[src/rtl/mem_rr_arbiter_if.sv]
// Requester and memory-side signals of the two-port round-robin memory arbiter.
// Signal names carry the arbiter's point of view (_i into the arbiter, _o out of it).
// The slave modport is the arbiter; the master modport is the requesters plus memory.
interface mem_rr_arbiter_if #(
  parameter int unsigned WIDTH      = 8,
  parameter int unsigned ADDR_WIDTH = 8
);
  logic                  s0_valid_i;
  logic                  s0_wr_rd_i;
  logic [ADDR_WIDTH-1:0] s0_addr_i;
  logic [WIDTH-1:0]      s0_wdata_i;
  logic                  s0_ready_o;
  logic [WIDTH-1:0]      s0_rdata_o;
  logic                  s0_err_o;

  logic                  s1_valid_i;
  logic                  s1_wr_rd_i;
  logic [ADDR_WIDTH-1:0] s1_addr_i;
  logic [WIDTH-1:0]      s1_wdata_i;
  logic                  s1_ready_o;
  logic [WIDTH-1:0]      s1_rdata_o;
  logic                  s1_err_o;

  logic                  m_valid_o;
  logic                  m_wr_rd_o;
  logic [ADDR_WIDTH-1:0] m_addr_o;
  logic [WIDTH-1:0]      m_wdata_o;
  logic                  m_ready_i;
  logic [WIDTH-1:0]      m_rdata_i;

  modport slave (
    input  s0_valid_i, s0_wr_rd_i, s0_addr_i, s0_wdata_i,
    output s0_ready_o, s0_rdata_o, s0_err_o,
    input  s1_valid_i, s1_wr_rd_i, s1_addr_i, s1_wdata_i,
    output s1_ready_o, s1_rdata_o, s1_err_o,
    output m_valid_o, m_wr_rd_o, m_addr_o, m_wdata_o,
    input  m_ready_i, m_rdata_i
  );

  modport master (
    output s0_valid_i, s0_wr_rd_i, s0_addr_i, s0_wdata_i,
    input  s0_ready_o, s0_rdata_o, s0_err_o,
    output s1_valid_i, s1_wr_rd_i, s1_addr_i, s1_wdata_i,
    input  s1_ready_o, s1_rdata_o, s1_err_o,
    input  m_valid_o, m_wr_rd_o, m_addr_o, m_wdata_o,
    output m_ready_i, m_rdata_i
  );
endinterface

[src/rtl/mem_rr_arbiter.sv]
// Two-requester round-robin arbiter in front of a single-port memory.
// One access at a time: IDLE picks a requester, ACCESS holds the memory request
// until ready or timeout, DONE returns a one-cycle completion to the winner.
module mem_rr_arbiter #(
  parameter int unsigned WIDTH      = 8,
  parameter int unsigned SIZE       = 2048,
  parameter int unsigned DEPTH      = SIZE / WIDTH,
  parameter int unsigned ADDR_WIDTH = $clog2(DEPTH),
  parameter int unsigned TIMEOUT    = 64
) (
  input  logic             clk_i,
  input  logic             rst_i,
  mem_rr_arbiter_if.slave  bus,
  output logic             busy_o
);

  localparam int unsigned    CNT_W    = (TIMEOUT > 1) ? $clog2(TIMEOUT) : 1;
  localparam logic [CNT_W-1:0] CNT_LAST = CNT_W'(TIMEOUT - 1);

  typedef enum logic [1:0] {
    IDLE   = 2'd0,
    ACCESS = 2'd1,
    DONE   = 2'd2
  } state_e;

  state_e                state_q, state_d;
  logic                  gnt_q, gnt_d;
  logic                  last_q, last_d;
  logic [CNT_W-1:0]      cnt_q, cnt_d;
  logic                  m_valid_q, m_valid_d;
  logic                  m_wr_rd_q, m_wr_rd_d;
  logic [ADDR_WIDTH-1:0] m_addr_q, m_addr_d;
  logic [WIDTH-1:0]      m_wdata_q, m_wdata_d;
  logic                  s0_ready_q, s0_ready_d;
  logic                  s1_ready_q, s1_ready_d;
  logic [WIDTH-1:0]      s0_rdata_q, s0_rdata_d;
  logic [WIDTH-1:0]      s1_rdata_q, s1_rdata_d;
  logic                  s0_err_q, s0_err_d;
  logic                  s1_err_q, s1_err_d;

  logic                  req_any;
  logic                  pick;
  logic                  timeout_hit;
  logic                  finish;
  logic [WIDTH-1:0]      cap_rdata;

  // Request decode: a tie goes to whichever requester was not served last.
  always_comb begin
    req_any     = bus.s0_valid_i | bus.s1_valid_i;
    pick        = (bus.s0_valid_i & bus.s1_valid_i) ? ~last_q : bus.s1_valid_i;
    timeout_hit = (cnt_q == CNT_LAST);
    finish      = bus.m_ready_i | timeout_hit;
    cap_rdata   = (bus.m_ready_i & ~m_wr_rd_q) ? bus.m_rdata_i : '0;
  end

  // State register.
  always_ff @(posedge clk_i) begin
    if (!rst_i) state_q <= IDLE;
    else        state_q <= state_d;
  end

  // Next-state logic.
  always_comb begin
    state_d = state_q;
    unique case (state_q)
      IDLE:    if (req_any) state_d = ACCESS;
      ACCESS:  if (finish)  state_d = DONE;
      DONE:    state_d = IDLE;
      default: state_d = IDLE;
    endcase
  end

  // Output/datapath next values; completion fields default to 0 so they pulse in DONE only.
  always_comb begin
    gnt_d      = gnt_q;
    last_d     = last_q;
    cnt_d      = cnt_q;
    m_valid_d  = m_valid_q;
    m_wr_rd_d  = m_wr_rd_q;
    m_addr_d   = m_addr_q;
    m_wdata_d  = m_wdata_q;
    s0_ready_d = 1'b0;
    s1_ready_d = 1'b0;
    s0_rdata_d = '0;
    s1_rdata_d = '0;
    s0_err_d   = 1'b0;
    s1_err_d   = 1'b0;
    unique case (state_q)
      IDLE: begin
        if (req_any) begin
          gnt_d     = pick;
          cnt_d     = '0;
          m_valid_d = 1'b1;
          if (pick) begin
            m_wr_rd_d = bus.s1_wr_rd_i;
            m_addr_d  = bus.s1_addr_i;
            m_wdata_d = bus.s1_wdata_i;
          end else begin
            m_wr_rd_d = bus.s0_wr_rd_i;
            m_addr_d  = bus.s0_addr_i;
            m_wdata_d = bus.s0_wdata_i;
          end
        end
      end
      ACCESS: begin
        cnt_d = cnt_q + CNT_W'(1);
        // Memory ready wins over a timeout landing on the same edge.
        if (finish) begin
          m_valid_d = 1'b0;
          if (gnt_q) begin
            s1_ready_d = 1'b1;
            s1_err_d   = ~bus.m_ready_i;
            s1_rdata_d = cap_rdata;
          end else begin
            s0_ready_d = 1'b1;
            s0_err_d   = ~bus.m_ready_i;
            s0_rdata_d = cap_rdata;
          end
        end
      end
      DONE:    last_d = gnt_q;
      default: ;
    endcase
  end

  // Registered outputs and arbitration bookkeeping.
  always_ff @(posedge clk_i) begin
    if (!rst_i) begin
      gnt_q      <= 1'b0;
      last_q     <= 1'b1;
      cnt_q      <= '0;
      m_valid_q  <= 1'b0;
      m_wr_rd_q  <= 1'b0;
      m_addr_q   <= '0;
      m_wdata_q  <= '0;
      s0_ready_q <= 1'b0;
      s1_ready_q <= 1'b0;
      s0_rdata_q <= '0;
      s1_rdata_q <= '0;
      s0_err_q   <= 1'b0;
      s1_err_q   <= 1'b0;
    end else begin
      gnt_q      <= gnt_d;
      last_q     <= last_d;
      cnt_q      <= cnt_d;
      m_valid_q  <= m_valid_d;
      m_wr_rd_q  <= m_wr_rd_d;
      m_addr_q   <= m_addr_d;
      m_wdata_q  <= m_wdata_d;
      s0_ready_q <= s0_ready_d;
      s1_ready_q <= s1_ready_d;
      s0_rdata_q <= s0_rdata_d;
      s1_rdata_q <= s1_rdata_d;
      s0_err_q   <= s0_err_d;
      s1_err_q   <= s1_err_d;
    end
  end

  assign bus.m_valid_o  = m_valid_q;
  assign bus.m_wr_rd_o  = m_wr_rd_q;
  assign bus.m_addr_o   = m_addr_q;
  assign bus.m_wdata_o  = m_wdata_q;
  assign bus.s0_ready_o = s0_ready_q;
  assign bus.s0_rdata_o = s0_rdata_q;
  assign bus.s0_err_o   = s0_err_q;
  assign bus.s1_ready_o = s1_ready_q;
  assign bus.s1_rdata_o = s1_rdata_q;
  assign bus.s1_err_o   = s1_err_q;
  assign busy_o         = (state_q != IDLE);

endmodule

[src/flat_wrapper.sv]
// flat-port wrapper written by rule: the top's interface ports become plain ports
module mem_rr_arbiter_flat 
#(
  parameter int unsigned WIDTH      = 8,
  parameter int unsigned SIZE       = 2048,
  parameter int unsigned DEPTH      = SIZE / WIDTH,
  parameter int unsigned ADDR_WIDTH = $clog2(DEPTH),
  parameter int unsigned TIMEOUT    = 64
)
  (clk_i, rst_i, busy_o, bus_s0_valid_i, bus_s0_wr_rd_i, bus_s0_addr_i, bus_s0_wdata_i, bus_s0_ready_o, bus_s0_rdata_o, bus_s0_err_o, bus_s1_valid_i, bus_s1_wr_rd_i, bus_s1_addr_i, bus_s1_wdata_i, bus_s1_ready_o, bus_s1_rdata_o, bus_s1_err_o, bus_m_valid_o, bus_m_wr_rd_o, bus_m_addr_o, bus_m_wdata_o, bus_m_ready_i, bus_m_rdata_i);
  mem_rr_arbiter_if #(.WIDTH(WIDTH), .ADDR_WIDTH(ADDR_WIDTH)) bus_i ();
  input  logic clk_i;
  input  logic rst_i;
  output logic busy_o;
  input wire logic [$bits(bus_i.s0_valid_i)-1:0] bus_s0_valid_i;
  input wire logic [$bits(bus_i.s0_wr_rd_i)-1:0] bus_s0_wr_rd_i;
  input wire logic [$bits(bus_i.s0_addr_i)-1:0] bus_s0_addr_i;
  input wire logic [$bits(bus_i.s0_wdata_i)-1:0] bus_s0_wdata_i;
  output wire logic [$bits(bus_i.s0_ready_o)-1:0] bus_s0_ready_o;
  output wire logic [$bits(bus_i.s0_rdata_o)-1:0] bus_s0_rdata_o;
  output wire logic [$bits(bus_i.s0_err_o)-1:0] bus_s0_err_o;
  input wire logic [$bits(bus_i.s1_valid_i)-1:0] bus_s1_valid_i;
  input wire logic [$bits(bus_i.s1_wr_rd_i)-1:0] bus_s1_wr_rd_i;
  input wire logic [$bits(bus_i.s1_addr_i)-1:0] bus_s1_addr_i;
  input wire logic [$bits(bus_i.s1_wdata_i)-1:0] bus_s1_wdata_i;
  output wire logic [$bits(bus_i.s1_ready_o)-1:0] bus_s1_ready_o;
  output wire logic [$bits(bus_i.s1_rdata_o)-1:0] bus_s1_rdata_o;
  output wire logic [$bits(bus_i.s1_err_o)-1:0] bus_s1_err_o;
  output wire logic [$bits(bus_i.m_valid_o)-1:0] bus_m_valid_o;
  output wire logic [$bits(bus_i.m_wr_rd_o)-1:0] bus_m_wr_rd_o;
  output wire logic [$bits(bus_i.m_addr_o)-1:0] bus_m_addr_o;
  output wire logic [$bits(bus_i.m_wdata_o)-1:0] bus_m_wdata_o;
  input wire logic [$bits(bus_i.m_ready_i)-1:0] bus_m_ready_i;
  input wire logic [$bits(bus_i.m_rdata_i)-1:0] bus_m_rdata_i;
  assign bus_i.s0_valid_i = bus_s0_valid_i;
  assign bus_i.s0_wr_rd_i = bus_s0_wr_rd_i;
  assign bus_i.s0_addr_i = bus_s0_addr_i;
  assign bus_i.s0_wdata_i = bus_s0_wdata_i;
  assign bus_s0_ready_o = bus_i.s0_ready_o;
  assign bus_s0_rdata_o = bus_i.s0_rdata_o;
  assign bus_s0_err_o = bus_i.s0_err_o;
  assign bus_i.s1_valid_i = bus_s1_valid_i;
  assign bus_i.s1_wr_rd_i = bus_s1_wr_rd_i;
  assign bus_i.s1_addr_i = bus_s1_addr_i;
  assign bus_i.s1_wdata_i = bus_s1_wdata_i;
  assign bus_s1_ready_o = bus_i.s1_ready_o;
  assign bus_s1_rdata_o = bus_i.s1_rdata_o;
  assign bus_s1_err_o = bus_i.s1_err_o;
  assign bus_m_valid_o = bus_i.m_valid_o;
  assign bus_m_wr_rd_o = bus_i.m_wr_rd_o;
  assign bus_m_addr_o = bus_i.m_addr_o;
  assign bus_m_wdata_o = bus_i.m_wdata_o;
  assign bus_i.m_ready_i = bus_m_ready_i;
  assign bus_i.m_rdata_i = bus_m_rdata_i;
  mem_rr_arbiter #(.WIDTH(WIDTH), .SIZE(SIZE), .DEPTH(DEPTH), .ADDR_WIDTH(ADDR_WIDTH), .TIMEOUT(TIMEOUT)) u_core (.clk_i(clk_i), .rst_i(rst_i), .bus(bus_i), .busy_o(busy_o));
endmodule
[config.mk]
export PLATFORM = sky130hd
export DESIGN_NAME = mem_rr_arbiter_flat
export DESIGN_NICKNAME = d
export VERILOG_FILES = /design/src/rtl/mem_rr_arbiter_if.sv /design/src/rtl/mem_rr_arbiter.sv /design/src/flat_wrapper.sv
export SDC_FILE = /design/constraint.sdc
export NUM_CORES = 1
export LEC_CHECK = 0
export CAP_MARGIN = 20
export CORE_MARGIN = 2
export CORE_UTILIZATION = 45
export DETAILED_ROUTE_END_ITERATION = 12
export PLACE_DENSITY = 0.85
export SYNTH_ARGS = -nofsm -noshare
export SYNTH_HDL_FRONTEND = slang
export SYNTH_SLANG_ARGS = --single-unit
[constraint.sdc]
create_clock -name clk_i -period 2.1 [get_ports clk_i]
set_clock_uncertainty 0.15 [all_clocks]
set_input_delay 0.21 -clock clk_i [delete_from_list [all_inputs] [get_ports clk_i]]
set_output_delay 0.21 -clock clk_i [all_outputs]
set_load 0.01 [all_outputs]
-- Word-level counts from Yosys, hierarchy flattened
Cells that the tools add are included.
- register bits: 48
- bits of input ports: 47
- $add $sub $neg: 1
- equal/unequal tests: 5
- mux-type cells: 15
- bitwise gates (word level): 10
- reductions and logical operators: 10
- operators by type and width (operator ; number):
    8-bit two-way mux ; 3
    6-bit one-hot mux with 2 select lines ; 1
    6-bit by 1-bit adder with 6-bit output, second input constant ; 1
    6-bit == test, second input constant ; 1
    1-bit two-way mux ; 6
    6-bit two-way mux ; 1
    1-bit inverter ; 6
    2-bit AND reduction ; 3
    3-bit AND reduction ; 2
    2-bit two-way mux ; 2
    2-bit by 1-bit inequality test with 1-bit output, second input constant ; 2
    2-bit one-hot mux with 2 select lines ; 1
    4-bit AND reduction ; 1
    2-bit nonzero test ; 2
    4-bit OR reduction ; 1
    1-bit AND ; 2
    2-bit by 1-bit == test with 1-bit output, second input constant ; 1
    2-bit == test, second input constant ; 1
    2-bit logical NOT ; 1
    1-bit bitwise OR ; 2
    1-bit one-hot mux with 2 select lines ; 1

-- Longest topological paths before layout
Gate-level depths: netlist of run 1.
- depth after elaboration: 4
- gate-level depth with buffers: 6
- depth with buffers taken out: 4

-- Worst setup path before layout of run 1
No wires, ideal clock.
- kind: register to register
- start: reg u_core.state_q[0]
- end: reg u_core.m_addr_q[7] (netlist: u_core.bus.m_addr_o[7])
- arrival: 1.110 ns
- data required time: 1.808 ns
- slack: 0.698 ns
- cell stages (with the launch flop): 7
- period minus slack after synthesis: 1.402 ns
- cells stage by stage: dfxtp_1 -> buf_4 -> nor2_4 -> inv_4 -> nor2_8 -> buf_6 -> a211oi_2
- word-level cells in the longest chain between the ends: 2
- ends and longest elaborated chain (what ; RTL line ; text):
    start: declaration ; mem_rr_arbiter.sv:26 ; state_e state_q, state_d;
    start signal: assignment ; mem_rr_arbiter.sv:59 ; else state_q <= state_d;
    2-bit logical NOT ; mem_rr_arbiter.sv:88 ; unique case (state_q)
    2-bit AND reduction (no source line) ; - ;
    end signal: assignment ; mem_rr_arbiter.sv:148 ; m_addr_q <= m_addr_d;
    end: declaration ; mem_rr_arbiter.sv:32 ; logic [ADDR_WIDTH-1:0] m_addr_q, m_addr_d;
Every way passes these cells.
A chain may end at the register's enable or synchronous reset.

-- Worst setup path after layout of run 1
- start: reg u_core.state_q[0]
- end: out busy_o
- word-level cells in the longest chain between the ends: 1
- ends and longest elaborated chain (what ; RTL line ; text):
    2-bit nonzero test ; mem_rr_arbiter.sv:169 ; assign busy_o = (state_q != IDLE);
    end: declaration ; flat_wrapper.sv:14 ; output logic busy_o;
Every way passes these cells.

==> flow_summary_export.csv, run 1 <==
group,metric,value,unit
sta,hold_slack,0.346,ns
sta,worstMarginPinSlew,0.424,ns
clock_tree,cts_root_buf,"clkbuf_8",
pwr,p_leak,1.10,nW
die,die_x,70.1,um
yosys,syn_nets,232,
critical_path,worstSetupStartpointType,"register",
detailed_routing,viasPerCell,5.22,
clock_tree,insertion_delay,0.30,ns
clock_tree,clock_sinks,48,
min_path,hold_class,"in -> reg",
clock_tree,clkTransAtPathRegs,0.09,ns
clock_tree,clockBufferDepth,2,
detailed_routing,vias,1701,
die,die_area,0.00492,sq mm
detailed_routing,wl_per_cell,14.4,um
critical_path,r2r-end,"u_core.bus.s0_rdata_o[0]$_SDFF_PP0_",
sta,fmax,496,MHz
yosys,synth_edf_count,0,
clock_tree,cts_setup_buffers,0,
pwr,p_total,2.06,mW
global_route,grt_pass1_wl,8060,um
sta,finalSetupTns,0,ns
critical_path,crit_required,1.74,ns
layout,diodes,0,
yosys,syn_area_per_cell,10.7,sq um
yosys,synth_area_leaders,"dfxtp_1 (49%), mux2i_1 (9.2%), a211oi_2 (6.4%), a21oi_1 (5.3%), and2_1 (5.1%)",
yosys,synth-simple-area-share,0.151,
sta,setup_viol_count_final,0,
yosys,netlist_instances,184,
clock_tree,cts-resized-gates,0,
yosys,yosys_warnings,0,
yosys,yosysTopAreaCell,"dfxtp_1",
sta,fin_crit,2.02,ns
job,max_cap_violations,0,
global_route,grt-ovfl-total,0,
critical_path,ff2ff_path_depth,3,
critical_path,crit_path_start,"u_core.state_q[0]$_SDFFE_PN0P_",
sta,fin_crit_sh,0.961,
layout,syn2layout_area_growth,50.7,%
clock_tree,tritoncts,"built",
global_route,antenna_found_initial,0,
critical_path,timing.rr.start,"u_core.state_q[0]$_SDFFE_PN0P_",
detailed_routing,antenna_left,0,
detailed_routing,drcViolationCount,0,
critical_path,crit_path_end_kind,"output port",
global_route,track_usage,0.200,
yosys,synth_cell_type_count,43,
pwr,powerDensity,695,mW/mm^2
die,die_y,70.1,um
die,start_util,0.458,
layout,fin_nets,321,
yosys,synthXorXnorAreaFrac,0,
sta,slew_viol_final,0,
clock_tree,cts_hold_buf,0,
global_route,grt_max_degree,22,
yosys,ys_ff_latch,48,
yosys,ys.flop_type,"dfxtp_1",
detailed_routing,drt-initial-drc-count,73,
yosys,synth_mux_area_frac,0.0915,
pwr,ir_drop,0.000344,V
critical_path,crit_type,"reg -> out",
layout,fin_util,0.691,
place,place_area,0.00287,sq mm
critical_path,cp.arrival,1.66,ns
yosys,ys_seq_area_frac,0.488,
layout,fill_cells,355,
die,rows,24,
sta,max_slew_margin,0.717,
yosys,ys_async_sr_fraction,0,
die,core,0.00429,sq mm
die,boundaryPins,86,
place,place.port_buffers,85,
layout,drive_above_1_share,0.117,
yosys,synth_common_cells,"dfxtp_1 (48), a21oi_1 (21), mux2i_1 (18)",
yosys,synthAdderAreaFrac,0.00636,
clock_tree,cts_buffers,5,
clock_tree,htreeDepth,2,
yosys,synth_top_family_by_area,"compound AO/OA/AOI/OAI gates",
sta,rsz0062_at_grt,"false",
place,dpl.hpwl,3500,um
run_status,status,"finished, final reports clean",
critical_path,endpoint,"busy_o",
critical_path,reg2reg_slack,0.48,ns
yosys,synth_compound_area_frac,0.212,
detailed_routing,drtPass1Iterations,4,
critical_path,critPathMaxFanout,9,
detailed_routing,routed_wl,4690,um
yosys,syn_area,0.00197,sq mm
layout,design_area,0.00297,sq mm
sta,hold_violations,0,
global_route,grt_pass1_vias,1691,
yosys,synth_top_area_frac,0.488,
place,routabilityCongestion,0.776,
yosys,yosysMostFrequentCell,"dfxtp_1",
[logic make-up (layout without fill, tap and decap cells)]
group | after synthesis | count (layout)
AO/OA/AOI/OAI | 56 | 56
flip-flops | 48 | 48
adder cells (fa/ha/maj) | 1 | 1
AND/OR/NAND/NOR | 46 | 46
multiplexers | 18 | 18
buffers and inverters | 15 | 105
[stage by stage]
step	worst slack, ns	instances
after floorplan	0.698	184
after CTS	0.0764	326
final	0.0823	326
after global routing	0.00990	326
after global placement	0.355	318
after detailed placement	0.293	318
[registers in the layout (all words and copies together) (netlist names)]
name	cells
u_core.bus.m_addr_o	8
u_core.bus.m_valid_o	1
u_core.bus.m_wdata_o	8
u_core.bus.m_wr_rd_o	1
u_core.bus.s0_err_o	1
u_core.bus.s0_rdata_o	8
u_core.bus.s0_ready_o	1
u_core.bus.s1_err_o	1
u_core.bus.s1_rdata_o	8
u_core.bus.s1_ready_o	1
u_core.cnt_q	6
u_core.gnt_q	1
u_core.last_q	1
u_core.state_q	2
[worst min path at each step]
stage | from | endpoint | slack (ns) | cells after the start
after CTS | bus_m_rdata_i[7] | u_core.bus.s0_rdata_o[7]$_SDFF_PP0_ | 0.34 | 2
after floorplan | bus_m_ready_i | u_core.bus.s0_err_o$_SDFF_PP0_ | 0.14 | 1
after global routing | bus_m_rdata_i[7] | u_core.bus.s0_rdata_o[7]$_SDFF_PP0_ | 0.35 | 2
after detailed placement | u_core.bus.m_addr_o[4]$_SDFFE_PN0P_ | u_core.bus.m_addr_o[4]$_SDFFE_PN0P_ | 0.36 | 2
after global placement | u_core.cnt_q[1]$_SDFFE_PN0P_ | u_core.cnt_q[1]$_SDFFE_PN0P_ | 0.35 | 2
final | bus_m_rdata_i[7] | u_core.bus.s0_rdata_o[7]$_SDFF_PP0_ | 0.35 | 2
[power by group]
group	switching, mW	total [mW]	internal [mW]	leakage (nW)
combinational	0.209	0.472	0.264	0.669
sequential	0.0444	1.01	0.969	0.393
clock	0.311	0.578	0.267	0.0434
total	0.564	2.06	1.50	1.10
[area by class of cell]
cell class | count | area (sq um) | share of cell area
clock buffer | 6 | 82.6 | 0.0278
clock inverter | 2 | 15.0 | 0.00506
inverter | 5 | 21.3 | 0.00717
multi-input combinational | 121 | 906 | 0.305
sequential | 48 | 961 | 0.324
tap | 52 | 65.1 | 0.0219
timing repair buffer | 92 | 916 | 0.309
[placed cells by master, fill, tap and decap left out, drive strengths merged, types with 4 or more instances in the layout]
| cell | Yosys | layout |
|---|---|---|
| a211oi | 18 | 18 |
| a21oi | 21 | 21 |
| and2 | 16 | 16 |
| buf | 9 | 7 |
| clkbuf | 1 | 6 |
| clkdlybuf4s50 | 0 | 85 |
| dfxtp | 48 | 48 |
| inv | 5 | 5 |
| mux2i | 18 | 18 |
| nand2b | 4 | 4 |
| nor2 | 7 | 7 |
| nor3 | 5 | 5 |
| o21ai | 5 | 5 |
[per-layer routing]
layer	part of all wire	wire (um)	global-route usage
met2	0.47	2200	0.327
met5	0	0	0
met4	0.0096	45	0.0449
met1	0.44	2080	0.260
met3	0.079	369	0.0635
[worst max-delay path: stages, from the launching register on]
cell and delay (ns):
dfxtp_1 0.59, nor2_4 0.07, inv_4 0.13, clkdlybuf4s50_1 0.57
Power figures use the tool's default switching activity.
==> run 2: changes to the inputs <==
--- a/config.mk
+++ b/config.mk
@@ -5,7 +5,6 @@
 export SDC_FILE = /design/constraint.sdc
 export NUM_CORES = 1
 export LEC_CHECK = 0
-export CAP_MARGIN = 20
 export CORE_MARGIN = 2
 export CORE_UTILIZATION = 45
 export DETAILED_ROUTE_END_ITERATION = 12
==> results of run 2 <==
The final DEF is identical to that of run 1; final timing and power are the same.
==> variant 1 (settings of run 2) <==
`SIZE` is set to 2048 in 2 places; all go to 512.
--- a/src/rtl/mem_rr_arbiter.sv
+++ b/src/rtl/mem_rr_arbiter.sv
@@ -3,7 +3,7 @@
 // until ready or timeout, DONE returns a one-cycle completion to the winner.
 module mem_rr_arbiter #(
   parameter int unsigned WIDTH      = 8,
-  parameter int unsigned SIZE       = 2048,
+  parameter int unsigned SIZE       = 512,
   parameter int unsigned DEPTH      = SIZE / WIDTH,
   parameter int unsigned ADDR_WIDTH = $clog2(DEPTH),
   parameter int unsigned TIMEOUT    = 64
--- a/src/flat_wrapper.sv
+++ b/src/flat_wrapper.sv
@@ -2,7 +2,7 @@
 module mem_rr_arbiter_flat 
 #(
   parameter int unsigned WIDTH      = 8,
-  parameter int unsigned SIZE       = 2048,
+  parameter int unsigned SIZE       = 512,
   parameter int unsigned DEPTH      = SIZE / WIDTH,
   parameter int unsigned ADDR_WIDTH = $clog2(DEPTH),
   parameter int unsigned TIMEOUT    = 64
Interface: changed (resized bus_m_addr_o, bus_s0_addr_i and bus_s1_addr_i); port bits go from 86 to 80. No check against the original RTL was run, so the function may have changed too.
==> variant 1 against run 2 <==
Die area down 7.9%; sequential power down 5%; routed wire length down 17%; design area down 8.1%; power down 8.5%; register-to-register slack better by 0.06 ns; non-clock buffer count down 8; sequential share of layout area up 1.4 points; core utilization up 0.099 points; setup slack better by 0.12 ns; synthesized area down 8.3%; sequential cell count down 2; critical path depth unchanged.
==> variant 1: results <==
export IMPL_p_leak_nw=1.03
export IMPL_cp_data_arrival_time_ns=1.54
export IMPL_timing_rr_end="u_core.cnt_q[3]$_SDFFE_PN0P_"
export IMPL_gp_congestion=0.821
export IMPL_seq_cell_count=46
export IMPL_slowest_stage="clkdlybuf4s50_1"
export IMPL_buf_share=0.308
export IMPL_sh_seq_area=0.338
export IMPL_status="complete, no violations"
export IMPL_port_buffers=79
export IMPL_buffers=84
export IMPL_layout_drive_gt1_share=0.0775
export IMPL_synth_common_cells="46 x dfxtp_1, 19 x a21oi_1, 16 x and2_1, 16 x mux2i_1, 15 x a211oi_1"
export IMPL_met2_usage=0.342
export IMPL_met3_usage=0.0733
export IMPL_multi_input_cells=115
export IMPL_synth_avg_cell_area_um2=10.2
export IMPL_nClkBuffers=7
export IMPL_dr_total_vias=1572
export IMPL_multi_input_area_um2=793
export IMPL_dr_wl_met3_um=351
export IMPL_synth_seq_area_share=0.510
export IMPL_grt_pass1_wl_mm=6.60
export IMPL_nets=301
export IMPL_syn_nets=221
export IMPL_wl_met1_mm=1.58
export IMPL_drt_wl_total_mm=3.90
export IMPL_vdd_drop_max_uv=307
export IMPL_clk_share=0.0335
export IMPL_fillers=302
export IMPL_grt_pass1_vias=1497
export IMPL_grtUsageTotal=0.193
export IMPL_h_tree_depth=2
export IMPL_drtIter0Drc=66
export IMPL_slowest_delay_ns=0.56
export IMPL_place_area_um2=2640
export IMPL_dp_hpwl_mm=2.93
export IMPL_yosys_top_cells_area="dfxtp_1 51%, mux2i_1 8.9%, a211oi_1 6.2%"
==> variant 1: how the worst min path moves through the flow <==
stage / slack (ns) / to / start / depth (start not counted)
CTS: 0.35 / u_core.bus.s0_rdata_o[5]$_SDFF_PP0_ / bus_m_rdata_i[5] / 2
finish: 0.36 / u_core.bus.s1_rdata_o[5]$_SDFF_PN0_ / bus_m_rdata_i[5] / 2
global route: 0.36 / u_core.bus.s0_rdata_o[3]$_SDFF_PP0_ / bus_m_rdata_i[3] / 2
floorplan: 0.14 / u_core.bus.s0_err_o$_SDFF_PP0_ / bus_m_ready_i / 1
global placement: 0.35 / u_core.last_q$_SDFFE_PN1N_ / u_core.last_q$_SDFFE_PN1N_ / 2
detailed placement: 0.36 / u_core.last_q$_SDFFE_PN1N_ / u_core.last_q$_SDFFE_PN1N_ / 2
==> variant 1: where the power goes <==
part           leakage (nW)  internal [W]  switching [W]  total, W
clock network        0.0482      0.000265       0.000263  0.000528
logic                 0.610      0.000227       0.000169  0.000396
registers             0.376      0.000926      0.0000366  0.000963
total                  1.03       0.00142       0.000469   0.00189
==> variant 1: cells by family after synthesis <==
group	count (synthesis)	share of synthesized area
AO/OA/AOI/OAI	52	0.192
adder cells (fa/ha/maj)	1	0.00693
buffers and inverters	16	0.0499
multiplexers	16	0.0888
flip-flops	46	0.510
AND/OR/NAND/NOR	46	0.152
==> variant 1: per-stage QoR <==
stage                      util  hold slack [ns]  instances  worst slack, ns
after global placement    0.669            0.349        300            0.329
after detailed placement  0.669            0.360        300            0.239
after CTS                 0.692            0.349        308            0.193
after global routing      0.692            0.362        308            0.120
final                     0.692            0.358        308            0.198
after floorplan               -            0.139        177            0.653
==> variant 2 (flow settings as in run 2) <==
Without the edit above. `m_addr_q`, `m_wdata_q`, `s0_rdata_q` and `s1_rdata_q` no longer have a reset.
--- a/src/rtl/mem_rr_arbiter.sv
+++ b/src/rtl/mem_rr_arbiter.sv
@@ -131,12 +131,8 @@
       cnt_q      <= '0;
       m_valid_q  <= 1'b0;
       m_wr_rd_q  <= 1'b0;
-      m_addr_q   <= '0;
-      m_wdata_q  <= '0;
       s0_ready_q <= 1'b0;
       s1_ready_q <= 1'b0;
-      s0_rdata_q <= '0;
-      s1_rdata_q <= '0;
       s0_err_q   <= 1'b0;
       s1_err_q   <= 1'b0;
     end else begin
@@ -145,15 +141,18 @@
       cnt_q      <= cnt_d;
       m_valid_q  <= m_valid_d;
       m_wr_rd_q  <= m_wr_rd_d;
-      m_addr_q   <= m_addr_d;
-      m_wdata_q  <= m_wdata_d;
       s0_ready_q <= s0_ready_d;
       s1_ready_q <= s1_ready_d;
-      s0_rdata_q <= s0_rdata_d;
-      s1_rdata_q <= s1_rdata_d;
       s0_err_q   <= s0_err_d;
       s1_err_q   <= s1_err_d;
     end
+  end
+
+  always_ff @(posedge clk_i) begin
+    m_addr_q   <= m_addr_d;
+    m_wdata_q  <= m_wdata_d;
+    s0_rdata_q <= s0_rdata_d;
+    s1_rdata_q <= s1_rdata_d;
   end
 
   assign bus.m_valid_o  = m_valid_q;
Function: changed (Yosys sat finds a counterexample within 4 cycles, from zero or initial values and one cycle with rst_i low).
==> variant 2 against run 2 <==
Non-clock buffer count decreased by 6; power decreased by 6.8%; combinational power decreased by 31%; core utilization increased by 5.6 points; first-iteration DRC count decreased by 36%; setup slack improved by 0.29 ns; routed wire length decreased by 13%; synthesized area decreased by 9.9%; design area decreased by 6.5%; sequential cell count unchanged; die area decreased by 9.4%; critical path type is now reg -> reg; largest cell class unchanged.
==> variant 2: results <==
export IMPL_grt_pass1_wl_mm=6.34
export IMPL_synth_common_cells="32 x dfxtp_1, 17 x and2_1, 16 x edfxtp_1, 16 x mux2_2, 7 x a21oi_1"
export IMPL_clk_pin_slew_ns=0.08
export IMPL_yosysWarningCount=0
export IMPL_vdd_drop_max_uv=566
export IMPL_place_area_um2=2680
export IMPL_cp_max_fo=20
export IMPL_crit_family="simple AND/OR/NAND/NOR gates"
export IMPL_clockRootBuffer="clkbuf_8"
export IMPL_grtUsageMet1=0.210
export IMPL_grt_pass1_vias=1356
export IMPL_cts_resized=0
export IMPL_dp_cells=270
export IMPL_post_cts_buffers=0
export IMPL_synth_seq_area_share=0.632
export IMPL_fillers=246
export IMPL_dr_total_vias=1347
export IMPL_slowest_delay_ns=0.33
export IMPL_clk_latency_ns=0.28
export IMPL_layout_drive_gt1_share=0.126
export IMPL_utilization=0.747
export IMPL_synth_edf_count=16
export IMPL_drt_pass1_iter_count=4
export IMPL_async_reset_ff_frac=0
export IMPL_yosys_top_cells_area="dfxtp_1 36%, edfxtp_1 27%, mux2_2 10%"
export IMPL_drtIter0Drc=47
export IMPL_cts_buffer_depth=2
export IMPL_ys_types=37
export IMPL_cts_inserted_buffers=5
export IMPL_antennaDiodeCount=0
export IMPL_syn_inst=139
export IMPL_dp_slack_ns=0.193
export IMPL_hp_class="in -> reg"
export IMPL_slowest_stage="dfxtp_1"
export IMPL_met2_usage=0.338
export IMPL_drt_wl_total_mm=4.10
export IMPL_worstMarginPinSlew_ns=0.540
export IMPL_stdcell_count=278
export IMPL_grtUsageTotal=0.194
export IMPL_status="complete, no violations"
export IMPL_ctsHoldBuffers=0
export IMPL_syn_nets=187
export IMPL_met3_usage=0.0895
export IMPL_port_buffers=85
export IMPL_gp_congestion=0.781
export IMPL_grt_max_degree=21
export IMPL_p_leak_nw=1.03
export IMPL_cp_data_arrival_time_ns=1.52
export IMPL_h_tree_depth=2
export IMPL_antenna_found_initial=0
export IMPL_dp_hpwl_mm=3.18
[variant 2: cell families (layout without fill, tap and decap cells)]
group                    Yosys count  after routing  synth area share
AO/OA/AOI/OAI                     19             19            0.0678
adder cells (fa/ha/maj)            1              1           0.00706
buffers and inverters              5             96            0.0169
flip-flops                        48             48             0.632
multiplexers                      18             18             0.113
AND/OR/NAND/NOR                   48             48             0.163
[variant 2: power breakdown]
| part | switching, W | leakage (nW) | internal, W |
|---|---|---|---|
| Clock | 0.000269 | 0.0489 | 0.000282 |
| Sequential | 0.0000232 | 0.416 | 0.00102 |
| Combinational | 0.000123 | 0.570 | 0.000205 |
| Total | 0.000415 | 1.03 | 0.00151 |
[variant 2: final timing paths]
kind	end	start	slack, ns	depth (start not counted)
setup / recovery	u_core.bus.m_wdata_o[3]$_DFFE_PP_	u_core.state_q[1]$_SDFFE_PN0P_	0.37	3
hold / removal	u_core.bus.s1_rdata_o[4]$_SDFF_PN0_	bus_m_rdata_i[4]	0.35	2
setup reg to reg	u_core.bus.m_wdata_o[3]$_DFFE_PP_	u_core.state_q[1]$_SDFFE_PN0P_	0.37	3
hold reg to reg	u_core.bus.m_valid_o$_SDFFE_PN0P_	u_core.bus.m_valid_o$_SDFFE_PN0P_	0.35	2
[variant 2: final cells by class]
cell class / count / area share
tap: 48 / 0.0216
sequential: 48 / 0.404
timing repair buffer: 86 / 0.314
inverter: 2 / 0.00271
multi-input combinational: 86 / 0.224
clock buffer: 8 / 0.0338
[variant 2: metal layers]
metal | share of wire | wire [µm] | up-vias
met5 | 0 | 0 | -
met4 | 0.0049 | 20 | 0
met3 | 0.12 | 478 | 2
met2 | 0.48 | 1960 | 66
met1 | 0.40 | 1640 | 609
li1 | - | - | 670
